<file path="src/rtl/wave_display_reader_pkg.sv">
// Shared widths, trace-window geometry and FSM encodings for the wave RAM read side.
package wave_display_reader_pkg;

  localparam int ADDR_WIDTH   = 9;
  localparam int SAMPLE_WIDTH = 8;
  localparam int X_WIDTH      = 11;
  localparam int Y_WIDTH      = 10;

  localparam logic [Y_WIDTH-1:0] Y_TOP      = 10'd112;
  localparam logic [Y_WIDTH-1:0] Y_BOTTOM   = Y_TOP + 10'd255;
  localparam logic [Y_WIDTH-1:0] LAST_LINE  = 10'd479;
  localparam logic [X_WIDTH-1:0] LAST_X     = 11'd639;
  localparam logic [X_WIDTH-1:0] TRACE_COLS = 11'd512;

  typedef enum logic [1:0] {
    IDLE = 2'd0,
    DRAW = 2'd1,
    DONE = 2'd2
  } state_e;

  // Sample value that maps onto screen line y; the window bottom reads as 0.
  function automatic logic [SAMPLE_WIDTH-1:0] traceLine(input logic [Y_WIDTH-1:0] y);
    return SAMPLE_WIDTH'(Y_BOTTOM - y);
  endfunction

  function automatic logic inWindow(input logic [Y_WIDTH-1:0] y);
    return (y >= Y_TOP) && (y <= Y_BOTTOM);
  endfunction

endpackage

</file>
<file path="src/rtl/wave_display_reader_span_compare.sv">
// Combinational test: does trace line ty fall between two adjacent samples (inclusive)?
module wave_span_compare
  import wave_display_reader_pkg::*;
(
  input  logic [SAMPLE_WIDTH-1:0] prev_i,
  input  logic [SAMPLE_WIDTH-1:0] cur_i,
  input  logic [SAMPLE_WIDTH-1:0] ty_i,
  output logic                    hit_o
);

  logic [SAMPLE_WIDTH-1:0] spanLo;
  logic [SAMPLE_WIDTH-1:0] spanHi;

  always_comb begin
    spanLo = (prev_i < cur_i) ? prev_i : cur_i;
    spanHi = (prev_i < cur_i) ? cur_i : prev_i;
  end

  assign hit_o = (ty_i >= spanLo) && (ty_i <= spanHi);

endmodule

</file>
<file path="src/rtl/wave_display_reader.sv">
// Read side of the double-buffered wave RAM: scans the readable half alongside the VGA stream.
// The grid overlay is built only when WAVE_DISPLAY_GRID_EN is defined.
module wave_display_reader
  import wave_display_reader_pkg::*;
(
  input  logic                    clk_i,
  input  logic                    reset_ni,
  input  logic                    frame_start_i,
  input  logic                    read_index_i,
  input  logic [X_WIDTH-1:0]      x_i,
  input  logic [Y_WIDTH-1:0]      y_i,
  input  logic                    pixel_valid_i,
  input  logic [SAMPLE_WIDTH-1:0] read_value_i,
  output logic [ADDR_WIDTH-1:0]   read_address_o,
  output logic                    valid_out_o,
  output logic                    wave_pixel_o,
  output logic                    grid_pixel_o,
  output logic                    wave_display_idle_o
);

  state_e state_q, state_d;
  logic   activeHalf_q, activeHalf_d;
  logic   idlePulse;

  logic [ADDR_WIDTH-1:0]   readAddr_q;
  logic                    valid1_q, draw1_q, inWin1_q;
  logic                    traceCol1_q, firstCol1_q, evenCol1_q;
  logic [SAMPLE_WIDTH-1:0] ty1_q;

  logic [SAMPLE_WIDTH-1:0] prevSample_q;
  logic [SAMPLE_WIDTH-1:0] spanPrev;
  logic                    validOut_q, wavePixel_q;
  logic                    spanHit, traceVis, pixelInTrace;

  always_ff @(posedge clk_i or negedge reset_ni) begin
    if (!reset_ni) begin
      state_q      <= IDLE;
      activeHalf_q <= 1'b0;
    end else begin
      state_q      <= state_d;
      activeHalf_q <= activeHalf_d;
    end
  end

  // A new frame_start always wins, so an aborted frame never produces an idle pulse.
  always_comb begin
    state_d      = state_q;
    activeHalf_d = activeHalf_q;
    idlePulse    = 1'b0;
    case (state_q)
      DRAW: begin
        if (pixel_valid_i && (y_i == LAST_LINE) && (x_i == LAST_X)) state_d = DONE;
      end
      DONE: begin
        state_d   = IDLE;
        idlePulse = 1'b1;
      end
      default: state_d = IDLE;
    endcase
    if (frame_start_i) begin
      state_d      = DRAW;
      activeHalf_d = read_index_i;
    end
  end

  assign pixelInTrace = (x_i < TRACE_COLS);

  always_ff @(posedge clk_i or negedge reset_ni) begin
    if (!reset_ni) begin
      readAddr_q  <= '0;
      valid1_q    <= 1'b0;
      draw1_q     <= 1'b0;
      inWin1_q    <= 1'b0;
      traceCol1_q <= 1'b0;
      firstCol1_q <= 1'b0;
      evenCol1_q  <= 1'b0;
      ty1_q       <= '0;
    end else begin
      valid1_q    <= pixel_valid_i;
      draw1_q     <= (state_q == DRAW);
      inWin1_q    <= inWindow(y_i);
      traceCol1_q <= pixelInTrace;
      firstCol1_q <= (x_i == '0);
      evenCol1_q  <= ~x_i[0];
      ty1_q       <= traceLine(y_i);
      if (pixel_valid_i && pixelInTrace) readAddr_q <= {activeHalf_q, x_i[ADDR_WIDTH-1:1]};
    end
  end

  // Column 0 compares the sample with itself so the trace never joins across line ends.
  assign spanPrev = firstCol1_q ? read_value_i : prevSample_q;
  assign traceVis = valid1_q && inWin1_q && traceCol1_q;

  wave_span_compare u_span (
    .prev_i (spanPrev),
    .cur_i  (read_value_i),
    .ty_i   (ty1_q),
    .hit_o  (spanHit)
  );

  always_ff @(posedge clk_i or negedge reset_ni) begin
    if (!reset_ni) begin
      prevSample_q <= '0;
      validOut_q   <= 1'b0;
      wavePixel_q  <= 1'b0;
    end else begin
      validOut_q  <= valid1_q;
      wavePixel_q <= traceVis && draw1_q && spanHit;
      if (valid1_q && traceCol1_q && evenCol1_q) prevSample_q <= read_value_i;
    end
  end

`ifdef WAVE_DISPLAY_GRID_EN
  logic gridCol1_q, gridPixel_q;

  always_ff @(posedge clk_i or negedge reset_ni) begin
    if (!reset_ni) begin
      gridCol1_q  <= 1'b0;
      gridPixel_q <= 1'b0;
    end else begin
      gridCol1_q  <= (x_i[4:0] == 5'd0);
      gridPixel_q <= traceVis && (gridCol1_q || (ty1_q[4:0] == 5'd0));
    end
  end

  assign grid_pixel_o = gridPixel_q;
`else
  assign grid_pixel_o = 1'b0;
`endif

  assign read_address_o      = readAddr_q;
  assign valid_out_o         = validOut_q;
  assign wave_pixel_o        = wavePixel_q;
  assign wave_display_idle_o = idlePulse;

endmodule
</file>
<file path="config.mk">
export PLATFORM = sky130hd
export DESIGN_NAME = wave_display_reader
export DESIGN_NICKNAME = d
export VERILOG_FILES = /design/src/rtl/wave_display_reader_pkg.sv /design/src/rtl/wave_display_reader_span_compare.sv /design/src/rtl/wave_display_reader.sv
export SDC_FILE = /design/constraint.sdc
export NUM_CORES = 1
export LEC_CHECK = 0
export BUFFER_PORTS_ARGS = -buffer_cell sky130_fd_sc_hd__clkbuf_2
export CAP_MARGIN = 20
export CELL_PAD_IN_SITES_DETAIL_PLACEMENT = 1
export CELL_PAD_IN_SITES_GLOBAL_PLACEMENT = 1
export CORE_ASPECT_RATIO = 0.9
export CORE_MARGIN = 4
export CORE_UTILIZATION = 42
export DETAILED_ROUTE_END_ITERATION = 10
export PLACE_DENSITY_LB_ADDON = 0.1
export SETUP_SLACK_MARGIN = 0.15
export SKIP_CTS_REPAIR_TIMING = 1
export SYNTH_ARGS = -nofsm -noshare
export SYNTH_HDL_FRONTEND = slang
export SYNTH_SLANG_ARGS = --single-unit
export TNS_END_PERCENT = 30
</file>
<file path="constraint.sdc">
create_clock -name clk_i -period 4.25 [get_ports clk_i]
set_input_delay 1.0625 -clock clk_i [delete_from_list [all_inputs] [get_ports clk_i]]
set_output_delay 1.0625 -clock clk_i [all_outputs]
set_load 0.1 [all_outputs]
</file>
-- After elaboration in Yosys (flattened, before gate mapping)
Index checks and enable logic that the tools add are counted.
- $add $sub $neg: 1
- multiply operators: 0
- divide/modulo/power cells: 0
- order comparisons: 6
- eq/ne operators: 5
- shift operators: 0
- mux-type cells: 7
- bitwise logic cells: 1
- reductions and logical operators: 12
- operators by type and width (operator ; count):
    2-to-1 mux 8 bit ; 3
    == test 11 x 10 -> 1 bit (second input constant) ; 1
    logical AND 1 bit ; 11
    zero test 11 bit ; 1
    < comparator 11 x 10 -> 1 bit (second input constant) ; 1
    == test 10 x 9 -> 1 bit (second input constant) ; 1
    greater-or-equal comparator 10 x 7 -> 1 bit (second input constant) ; 1
    less-or-equal comparator 10 x 9 -> 1 bit (second input constant) ; 1
    greater-or-equal comparator 8 bit ; 1
    less-or-equal comparator 8 bit ; 1
    < comparator 8 bit ; 1
    subtractor 7 x 8 -> 8 bit (first input constant) ; 1
    2-to-1 mux 2 bit ; 3
    inequality test 3 bit (second input constant) ; 1
    == test 2 x 1 -> 1 bit (second input constant) ; 1
    == test 2 bit (second input constant) ; 1
    2-to-1 mux 1 bit ; 1
    inverter 1 bit ; 1
- bits in registers: 36
- bits in latches: 0
- RAM bits: 0
- bits in read-only memories: 0
- input port bits: 34
- output and inout port bits: 13
- word-level logic and storage cells: 45
- memories: 0

-- Logic depth before layout (Yosys ltp)
Gate-level depths: netlist of run 1.
- depth after elaboration: 6
- mapped depth: 13
- gate-level depth less buffers: 11

-- Cells and area by module
A second synthesis of run 1 with hierarchy kept.
- cells, all modules: 191
- area, all modules: 2205.9 um^2
- modules (own cells, without submodules) (module ; times used ; cells each ; area each (um^2) ; sequential area each (um^2)):
    wave_display_reader ; 1 ; 107 ; 1483.9 ; 900.9
    wave_span_compare ; 1 ; 84 ; 721.9 ; 0.0

-- Worst setup path after synthesis of run 1
No wires, ideal clock.
- path type: input port to flip-flop
- from: in read_value_i[5]
- to: reg wavePixel_q, in the netlist wave_pixel_o
- setup time: 0.105 ns
- arrival time: 3.371 ns
- required time: 4.145 ns
- slack: 0.773 ns
- stages: 12
- path buffers: 1
- path through: mux2_2 > ha_1 > a211oi_1 > o21bai_1 > a21oi_4 > buf_12 > mux2i_1 > ha_1 > nand4_1 > nand2b_1 > a21oi_1 > nor4b_1
- cells in the longest elaborated chain, start to end: 6
- elaborated cells on any way between the ends: 8
- those cells by class: order compare (3); mux (3); reduce/logical (2)
- ends and longest elaborated chain (element ; RTL line ; text):
    start, declared ; wave_display_reader.sv:13 ; input logic [SAMPLE_WIDTH-1:0] read_value_i,
    2-to-1 mux 8 bit ; wave_display_reader.sv:91 ; assign spanPrev = firstCol1_q ? read_value_i : prevSample_q;
    < comparator 8 bit ; wave_display_reader_span_compare.sv:15, wave_display_reader_span_compare.sv:16 ;
    2-to-1 mux 8 bit (on tied branches) ; wave_display_reader_span_compare.sv:15, wave_display_reader_span_compare.sv:16 ;
    greater-or-equal comparator 8 bit / less-or-equal comparator 8 bit (equally long branches) ; wave_display_reader_span_compare.sv:19 ; assign hit_o = (ty_i >= spanLo) && (ty_i <= spanHi);
    logical AND 1 bit * ; wave_display_reader_span_compare.sv:19 ;
    logical AND 1 bit * ; wave_display_reader.sv:108 ; wavePixel_q <= traceVis && draw1_q && spanHit;
    end signal, assigned ; wave_display_reader.sv:108 ;
    end, declared ; wave_display_reader.sv:32 ; logic validOut_q, wavePixel_q;
Mark *: on every way between the ends. The rest lies on a longest branch, timed or not.
A chain may end at the register's enable or synchronous reset.

-- Worst setup path in the final report of run 1
Ends and elaborated chain as after synthesis.

==> run metrics, run 1 <==
Worst-Skew Late Latency 0.29 ns; share of layout cells above drive strength 1 30.56%; Synth top area share 40.96%; RD Place Congestion 0.7122; Fin Hold WS 0.4141 ns; status complete, no violations; Area Overhead vs Synth 16.38%; worst-margin pin slew 0.8936 ns; final wirelength 4988 um; largest cells by area after synthesis dfrtp_1, ha_1, mux2_2; Post-Syn Area 2200 um^2; Overall Global Routing Usage 16.57%; power per cell area 440.2 nW/um^2; Critical R2R Capture wave_pixel_o$_DFF_PN0_; post-route ant nets 0; setup slack, reg-to-reg 0.69 ns; number of library cell types mapped by synthesis 38; most frequent cells in the layout clkbuf_2, dfrtp_1, ha_1; initial antenna violation count 0; Setup CP Type in -> reg; Crit Path Max Fanout 11; flops & latches, synth 36; Seq/Total Area, Yosys 40.96%; die area 6460 um^2; GRT overflow 0; Max Slew Vio Count 0; hold path endpoint valid_out_o$_DFF_PN0_; IO Pins 47; hold depth 0; unrepaired setup endpoints after global routing no; Rows 24; Leak 1.285 nW; first-pass GRT wire length 8521 um; vias in the first global route 1789; Peak VDD IR 0.0002781 V; Starting DRT DRC Count 76; Final period util 86.12%; Die Y-Extent 76.66 um; pre-CTS setup slack 0.2764 ns; Die W 84.28 um; worst path arrival time 3.83 ns; commonest non-fill, non-tap cell in the layout clkbuf_2; Critical Path RT 4.42 ns; CTS tree done; setup ws final 0.5900 ns; drt pass-1 iters 4; DR vias 1645; Final Hold Fails 0; Mapped Cells 203; Setup TNS Final 0 ns; max_slew headroom 40.43%; Synth Net Count 264; Worst Setup End Kind flop; Final Setup Violations 0; leading area contributor after synthesis dfrtp_1; Final nets 312; Num CTS Buffers 5; largest net degree at the start of global routing 37; min Tclk post-route 3.660 ns; max frequency 0.2732 GHz; Worst-path clk slew 0.08 ns; Reg2Reg Depth 12; wire length per cell 15.74 um; overall power 0.001127 W; H-tree levels 2; Synthesis Warnings 0; Max-cap violations 0; startpoint types primary input; Mean Syn Cell Area 10.84 um^2; PortBufs 45; Core Area 4955 um^2; Initial Utilization 44.39%; Max Buffers Root-to-Sink 2; Min-Delay Path Class reg -> reg; Hold Crit Start valid1_q$_DFF_PN0_; skew final 0.005896 ns; worst r2r src firstCol1_q$_DFF_PN0_; ant diodes 0; DP HPWL 4088 um; drc violations 0; CTS Sinks 36; clock root buffer clkbuf_8; Via-to-Cell Ratio 5.189
-- per-stage QoR --
stage	utilization, %	cell area [um^2]	cells
finish	51.67	2560	317
global route	51.67	2560	317
CTS	51.67	2560	317
detailed placement	49.90	2472	309
global placement	49.90	2472	309
floorplan	-	2200	203
-- routing by layer --
layer	track usage [%]	up-vias	wire, um
met5	0	-	0
met4	5.788	0	60
met3	3.215	5	167
met2	25.71	28	2257
met1	23.00	789	2502
li1	-	823	-
-- where the power goes --
part / total, W / switching [W] / internal, W
Sequential: 0.000408 / 0.0000242 / 0.000384
Clock: 0.000243 / 0.000129 / 0.000114
Combinational: 0.000475 / 0.000311 / 0.000164
Total: 0.00113 / 0.000464 / 0.000663
-- critical path, cell delays in order --
cell and delay (ns):
clkbuf_2 0.11, mux2_2 0.29, ha_1 0.29, a211oi_1 0.29, o21bai_1 0.17, a21oi_4 0.38
buf_4 0.24, mux2i_1 0.20, ha_1 0.26, a211oi_1 0.23, o21ai_0 0.11, a21oi_1 0.14
nor4b_1 0.06
-- kinds of logic after synthesis --
group / share of synthesized area (%)
and+or+nand+nor: 12.17
DFF: 40.96
AOI/OAI and AO/OA: 9.670
muxes: 16.10
adders and majority gates: 15.36
buffers and inverters: 4.778
xor gates and xnor gates: 0.7965
other: 0.1705
-- synth_stat cells --
cell type and count:
ha_1 27, a21oi_4 1, nor4_1 2, nor2b_1 6, nand4_1 5, nor4b_2 1, nor4b_1 1, o21ai_2 1
a211oi_1 3, buf_12 1, nand3_1 4, nor3b_1 1, and2_1 1, nand3b_1 1, xnor2_1 2, dfrtp_1 36
a21oi_1 9, mux2_2 19, buf_2 2, a22oi_1 1, and4_1 1, or2_2 1, o211ai_1 2, a21o_1 2
nor2_1 6, o21ai_0 12, nand2b_1 1, mux2i_1 14, o21bai_1 1, nand4b_1 2, conb_1 1, nor3_1 3
inv_1 17, o311ai_0 1, a31oi_1 1, clkbuf_1 1, buf_4 1, nand2_1 12
-- layout make-up --
| class | instances | area (um^2) |
|---|---|---|
| fill | 588 | 2395 |
| multi-input combinational | 145 | 1194 |
| sequential | 36 | 900.9 |
| timing repair buffer | 46 | 232.7 |
| tap | 65 | 81.33 |
| clock buffer | 5 | 68.82 |
| inverter | 17 | 63.81 |
| clock inverter | 3 | 18.77 |
-- worst max-delay path by stage --
stage | from | end | slack, ns | depth (start not counted)
2_1_floorplan | read_value_i[5] | wave_pixel_o$_DFF_PN0_ | 0.77 | 12
3_3_place_gp | read_value_i[5] | wave_pixel_o$_DFF_PN0_ | 0.36 | 13
3_5_place_dp | read_value_i[5] | wave_pixel_o$_DFF_PN0_ | 0.28 | 13
4_1_cts | read_value_i[5] | wave_pixel_o$_DFF_PN0_ | 0.57 | 13
5_1_grt | read_value_i[5] | wave_pixel_o$_DFF_PN0_ | 0.35 | 13
6_report | read_value_i[5] | wave_pixel_o$_DFF_PN0_ | 0.59 | 13
-- registers in the layout (all words and copies together), names as in the netlist, 2 cells and up --
| signal | flops |
|---|---|
| prevSample_q | 8 |
| state_q | 2 |
| ty1_q | 8 |
| read_address_o | 9 |
Power figures use the tool's default switching activity.
==> inputs of run 2 (changes only) <==
Settings changed: ABC_AREA set to 1, CORE_UTILIZATION 42 to 40.
==> run 2 against run 1 <==
Compared with the run above: critical path depth rose by 6; clock skew fell by 0.0033 ns; power rose by 5.6%; clock power rose by 23%.
==> run metrics, run 2 <==
Seq/Total Area, Yosys 39.82%; fillcell total 702; first-pass GRT wire length 9749 um; Post-Syn Area 2262 um^2; worst-margin pin slew 0.8885 ns; drt pass-1 iters 4; CTS tree done; final wirelength 5348 um; cell family with most CP delay simple AND/OR/NAND/NOR gates; P_sw 0.0004853 W; startpoint types primary input; Leak 1.500 nW; Final Setup Violations 0; Final nets 397; Min-Delay Path Class reg -> reg; Max Buffers Root-to-Sink 2; Synthesis Warnings 0; leading area contributor after synthesis dfrtp_1; Peak VDD IR 0.0002172 V; Max Slew Vio Count 0; Overall Global Routing Usage 17.64%; Synth top area share 39.82%; wire length per cell 13.24 um; drc violations 0; Comb pwr share 41.1%; power per cell area 450.4 nW/um^2; max reg flops 9; max frequency 0.2975 GHz; unrepaired setup endpoints after global routing no; Mean Syn Cell Area 7.774 um^2; Synth async-reset ratio 100.0%; Worst-Skew Late Latency 0.29 ns; Rows 25; DP HPWL 4331 um; Final Hold Fails 0; Critical Path Source read_value_i[3]; DR vias 1987; post-route ant nets 0; Synth Net Count 352; max_slew headroom 40.77%; Worst-path clk slew 0.07 ns; flops & latches, synth 36; internal power 0.0007049 W; number of library cell types mapped by synthesis 22; Final period util 79.10%; CP max stage delay 0.30 ns; Die Y-Extent 79.35 um; GRT overflow 0; overall power 0.001190 W; Max-cap violations 0; Net Sw Frac 40.78%; worst path arrival time 3.58 ns; Die W 87.27 um; Setup TNS Final 0 ns; skew final 0.002624 ns; H-tree levels 2; Crit-path slowest cell ha_1; Crit Path Max Fanout 17; Critical Path RT 4.47 ns; IO Pins 47; CTS Sinks 36; ant diodes 0; commonest non-fill, non-tap cell in the layout nand2_1; Mapped Cells 291; RD Place Congestion 0.7594; initial antenna violation count 0; vias in the first global route 2220; Commonest cells post-synth nand2_1, inv_1, dfrtp_1; Initial Utilization 42.05%; Num CTS Buffers 5; worst r2r src firstCol1_q$_DFF_PN0_; Setup CP Type in -> reg; clock network power share 25.1%; Via-to-Cell Ratio 4.918; status complete, no violations; largest net degree at the start of global routing 37; min Tclk post-route 3.362 ns; PortBufs 45; Worst Setup End Kind flop; most frequent cells in the layout nand2_1, clkbuf_2, inv_1; most common cell in the netlist nand2_1; clock root buffer clkbuf_8; critical path's most frequent cell nand2_1; Reg power frac 33.8%; Starting DRT DRC Count 52; critical-path cell list clkbuf_2 > inv_1 > nand2_1 > o21ai_0 > inv_1 > ha_1 > a21oi_1 > nand2_2 > nand2_4 > nand2_4 > nand2_1 > nand2_1 > ha_1 > nand2_1 > nor2_1 > nand4_1 > nand2_1 > nand2_1 > nor2_1; share of layout cells above drive strength 1 16.91%; Core Area 5380 um^2; die area 6924 um^2; number of flops mapped to enable cells by yosys 0; Area Overhead vs Synth 16.81%; Top FF cell, synth dfrtp_1; Critical path buffers and inverters 3; Hold Crit Start valid1_q$_DFF_PN0_; largest cells by area after synthesis dfrtp_1, ha_1, nand2_1
## run 2: changes by cell type after synthesis, moves of 14 or more
cell / before / now
nand2_1: 12 / 81
mux2_2: 19 / 0
nand3_1: 4 / 24
o21ai_0: 12 / 26
inv_1: 17 / 43
mux2i_1: 14 / 0
## run 2: worst paths after layout
check | endpoint | slack [ns] | cells past startpoint
max in group asynchronous | inWin1_q$_DFF_PN0_ | 2.82 | 1
setup / recovery | wave_pixel_o$_DFF_PN0_ | 0.89 | 19
hold / removal | valid_out_o$_DFF_PN0_ | 0.43 | 0
setup reg to reg | wave_pixel_o$_DFF_PN0_ | 1.13 | 16
hold reg to reg | valid_out_o$_DFF_PN0_ | 0.43 | 0
min in group asynchronous | read_address_o[6]$_DFFE_PN0P_ | 0.88 | 1
## run 2: power by group through the flow
stage | combinational [W] | sequential (W) | clock [W]
6_report | 0.000489 | 0.000403 | 0.000299
3_3_place_gp | 0.000471 | 0.000408 | 0
2_1_floorplan | 0.000275 | 0.000511 | 0
5_1_grt | 0.000564 | 0.000407 | 0.000329
4_1_cts | 0.000498 | 0.000402 | 0.000308
3_5_place_dp | 0.000492 | 0.000408 | 0
## run 2: logic make-up after synthesis
kind of cell / count (synthesis) / synth area share, %
AND/OR/NAND/NOR: 130 / 24.67
buffers and inverters: 51 / 9.236
AO/OA/AOI/OAI: 44 / 10.40
flip-flops: 36 / 39.82
adder cells (fa/ha/maj): 27 / 14.93
XOR/XNOR: 2 / 0.7745
other: 1 / 0.1658
## run 2: layout make-up
cell class / instances / area, um^2 / share of cell area (%)
Timing Repair Buffer: 46 / 232.7 / 8.807
Sequential cell: 36 / 900.9 / 34.09
Tap cell: 67 / 83.83 / 3.172
Multi-Input combinational cell: 204 / 1152 / 43.61
Clock inverter: 3 / 42.54 / 1.610
Clock buffer: 5 / 68.82 / 2.604
Inverter: 43 / 161.4 / 6.108
## run 2: worst reg2reg max path, cell delays in order (launching register included)
cell	delay [ns]
dfrtp_1	0.54
o21ai_0	0.46
inv_1	0.09
ha_1	0.30
a21oi_1	0.18
nand2_2	0.10
nand2_4	0.17
nand2_4	0.16
nand2_1	0.09
nand2_1	0.07
ha_1	0.30
nand2_1	0.08
nor2_1	0.19
nand4_1	0.12
nand2_1	0.09
nand2_1	0.05
nor2_1	0.08
## run 2: layer usage
layer / GRT usage, % / routed length, um / vias up
li1: - / - / 1026
met1: 21.77 / 2461 / 921
met2: 30.57 / 2637 / 33
met3: 4.149 / 189 / 7
met4: 4.755 / 59 / 0
met5: 0 / 0 / -
## run 2: per-stage QoR
step,cell area [um^2],std cells,hold slack [ns],worst slack [ns],utilization (%)
finish,2643,404,0.4314,0.8881,49.12
global route,2643,404,0.4383,0.5721,49.12
CTS,2643,404,0.4361,0.8569,49.12
detailed placement,2531,396,0.4193,0.6089,47.05
global placement,2531,396,0.4081,0.7043,47.05
floorplan,2262,291,0.3740,1.021,-
==> inputs of run 3 (changes only) <==
Settings changed: ABC_AREA 1 to 0, CORE_UTILIZATION 40 to 38.
Clock period 4.25 ns to 3 ns, I/O delays scaled along.
==> run 3 against run 2 <==
Compared with the run above: the flow now finishes with violations (setup timing); combinational power grew 64%; final area grew 8.1%; setup slack lost 0.93 ns; first-iteration DRC count shrank 38%; utilization grew 1.3 points; clock-buffer cell count grew 2; die area grew 2.1%.
==> run metrics, run 3 (synthesis results as in run 1) <==
CTS tree done; clock root buffer clkbuf_8; Critical Path Source firstCol1_q$_DFF_PN0_; Area Overhead vs Synth 29.86%; die area 7071 um^2; Rows 26; Via-to-Cell Ratio 5.084; wire length per cell 15.50 um; Leak 1.412 nW; pre-CTS setup slack -0.4428 ns; min Tclk post-route 3.046 ns; Initial Utilization 38.86%; DP HPWL 4188 um; power per cell area 614.0 nW/um^2; RD Place Congestion 0.7505; worst path arrival time 3.25 ns; PortBufs 45; global routing's busiest layer met2; Num CTS Buffers 5; Setup CP Type reg -> reg; max frequency 0.3283 GHz; drc violations 0; final wirelength 5332 um; worst r2r src firstCol1_q$_DFF_PN0_; multi-input logic area 1296 um^2; routing usage on met3 5.846%; Peak VDD IR 0.0003684 V; startpoint types flop; max reg flops 9; M1 GR Usage 21.60%; Final Setup Violations 1; Critical Path Sink wave_pixel_o$_DFF_PN0_; Die Y-Extent 80.18 um; Final nets 334; Max Slew Vio Count 0; Final period util 101.5%; Cell Count, Final, Fillers Out 344; Worst-path clk slew 0.08 ns; Critical R2R Capture wave_pixel_o$_DFF_PN0_; first-pass GRT wire length 9211 um; failing checks setup timing; Critical Path RT 3.20 ns; DR vias 1749; Min-Delay Path Class reg -> reg; fillcell total 653; post-route ant nets 0; Max Buffers Root-to-Sink 2; skew final 0.003378 ns; GRT overflow 0; Reg2Reg Depth 12; Starting DRT DRC Count 32; share of layout cells above drive strength 1 39.78%; IO Pins 47; Overall Global Routing Usage 16.75%; Crit Path Max Fanout 11; unrepaired setup endpoints after global routing yes; FF/Latch Area 900.9 um^2; Die W 88.20 um; placed cell count 332; worst-margin pin slew 0.9106 ns; max_slew headroom 39.29%; most frequent cells in the layout clkbuf_2, dfrtp_1, ha_1; initial antenna violation count 0; vias in the first global route 1971; setup slack, reg-to-reg -0.05 ns; H-tree levels 2; Final Hold Fails 0; GRT met2 Usage 26.76%; Max-cap violations 0; Worst Setup End Kind flop; Core Area 5660 um^2; Worst-Skew Late Latency 0.29 ns; CTS Sinks 36; status complete, but fails checks; ant diodes 0; commonest non-fill, non-tap cell in the layout clkbuf_2; setup ws final -0.04598 ns; drt pass-1 iters 4; largest net degree at the start of global routing 37
==> run 3: worst min-delay path by stage <==
stage,end,cells past startpoint,start,slack (ns)
6_report,valid_out_o$_DFF_PN0_,0,valid1_q$_DFF_PN0_,0.42
5_1_grt,valid_out_o$_DFF_PN0_,0,valid1_q$_DFF_PN0_,0.43
4_1_cts,valid_out_o$_DFF_PN0_,0,valid1_q$_DFF_PN0_,0.42
3_5_place_dp,valid_out_o$_DFF_PN0_,0,valid1_q$_DFF_PN0_,0.40
3_3_place_gp,valid_out_o$_DFF_PN0_,0,valid1_q$_DFF_PN0_,0.40
2_1_floorplan,valid_out_o$_DFF_PN0_,0,valid1_q$_DFF_PN0_,0.37
==> run 3: per-stage QoR <==
stage	total power, W	utilization, %	setup TNS (ns)	cell area [um^2]	hold slack [ns]
2_1_floorplan	0.001136	-	-0.02008	2246	0.3740
3_3_place_gp	0.001310	47.21	-0.3554	2673	0.3995
3_5_place_dp	0.001326	47.21	-0.4428	2673	0.3978
5_1_grt	0.001877	50.46	-0.2300	2856	0.4286
4_1_cts	0.001711	48.87	-0.2706	2766	0.4151
6_report	0.001754	50.46	-0.04598	2856	0.4159
==> run 3: final cells by class <==
class                   instances  share of cell area (%)
multi-input cells             145                   45.38
flip-flops and latches         36                   31.54
repair buffers                 68                   14.50
well taps                      70                   3.066
clock buffers                   7                   3.022
inverters                      17                   2.234
clock inverters                 1                  0.2628
==> run 3: metal layers <==
| metal | share of wire, % | up-vias | routed length, um |
|---|---|---|---|
| met5 | 0 | - | 0 |
| met4 | 1.1 | 0 | 56 |
| met3 | 5.9 | 5 | 312 |
| met2 | 46 | 39 | 2478 |
| met1 | 47 | 844 | 2485 |
| li1 | - | 861 | - |
==> run 3: where the power goes <==
part,internal [W],switching (W),total [W],leakage (nW)
clock network,0.000187,0.000188,0.000375,0.0445
registers,0.000544,0.0000350,0.000579,0.428
logic,0.000321,0.000479,0.000800,0.939
==> run 3: critical path, cell delays in order, from the launching register on <==
cell and delay (ns):
dfrtp_1 0.38, buf_12 0.15, mux2_2 0.35, ha_1 0.31, and4_1 0.24, a21oi_4 0.22
buf_6 0.18, mux2i_2 0.24, ha_1 0.27, a21oi_1 0.14, o21ai_0 0.12, o21ai_1 0.13
nor4b_4 0.23
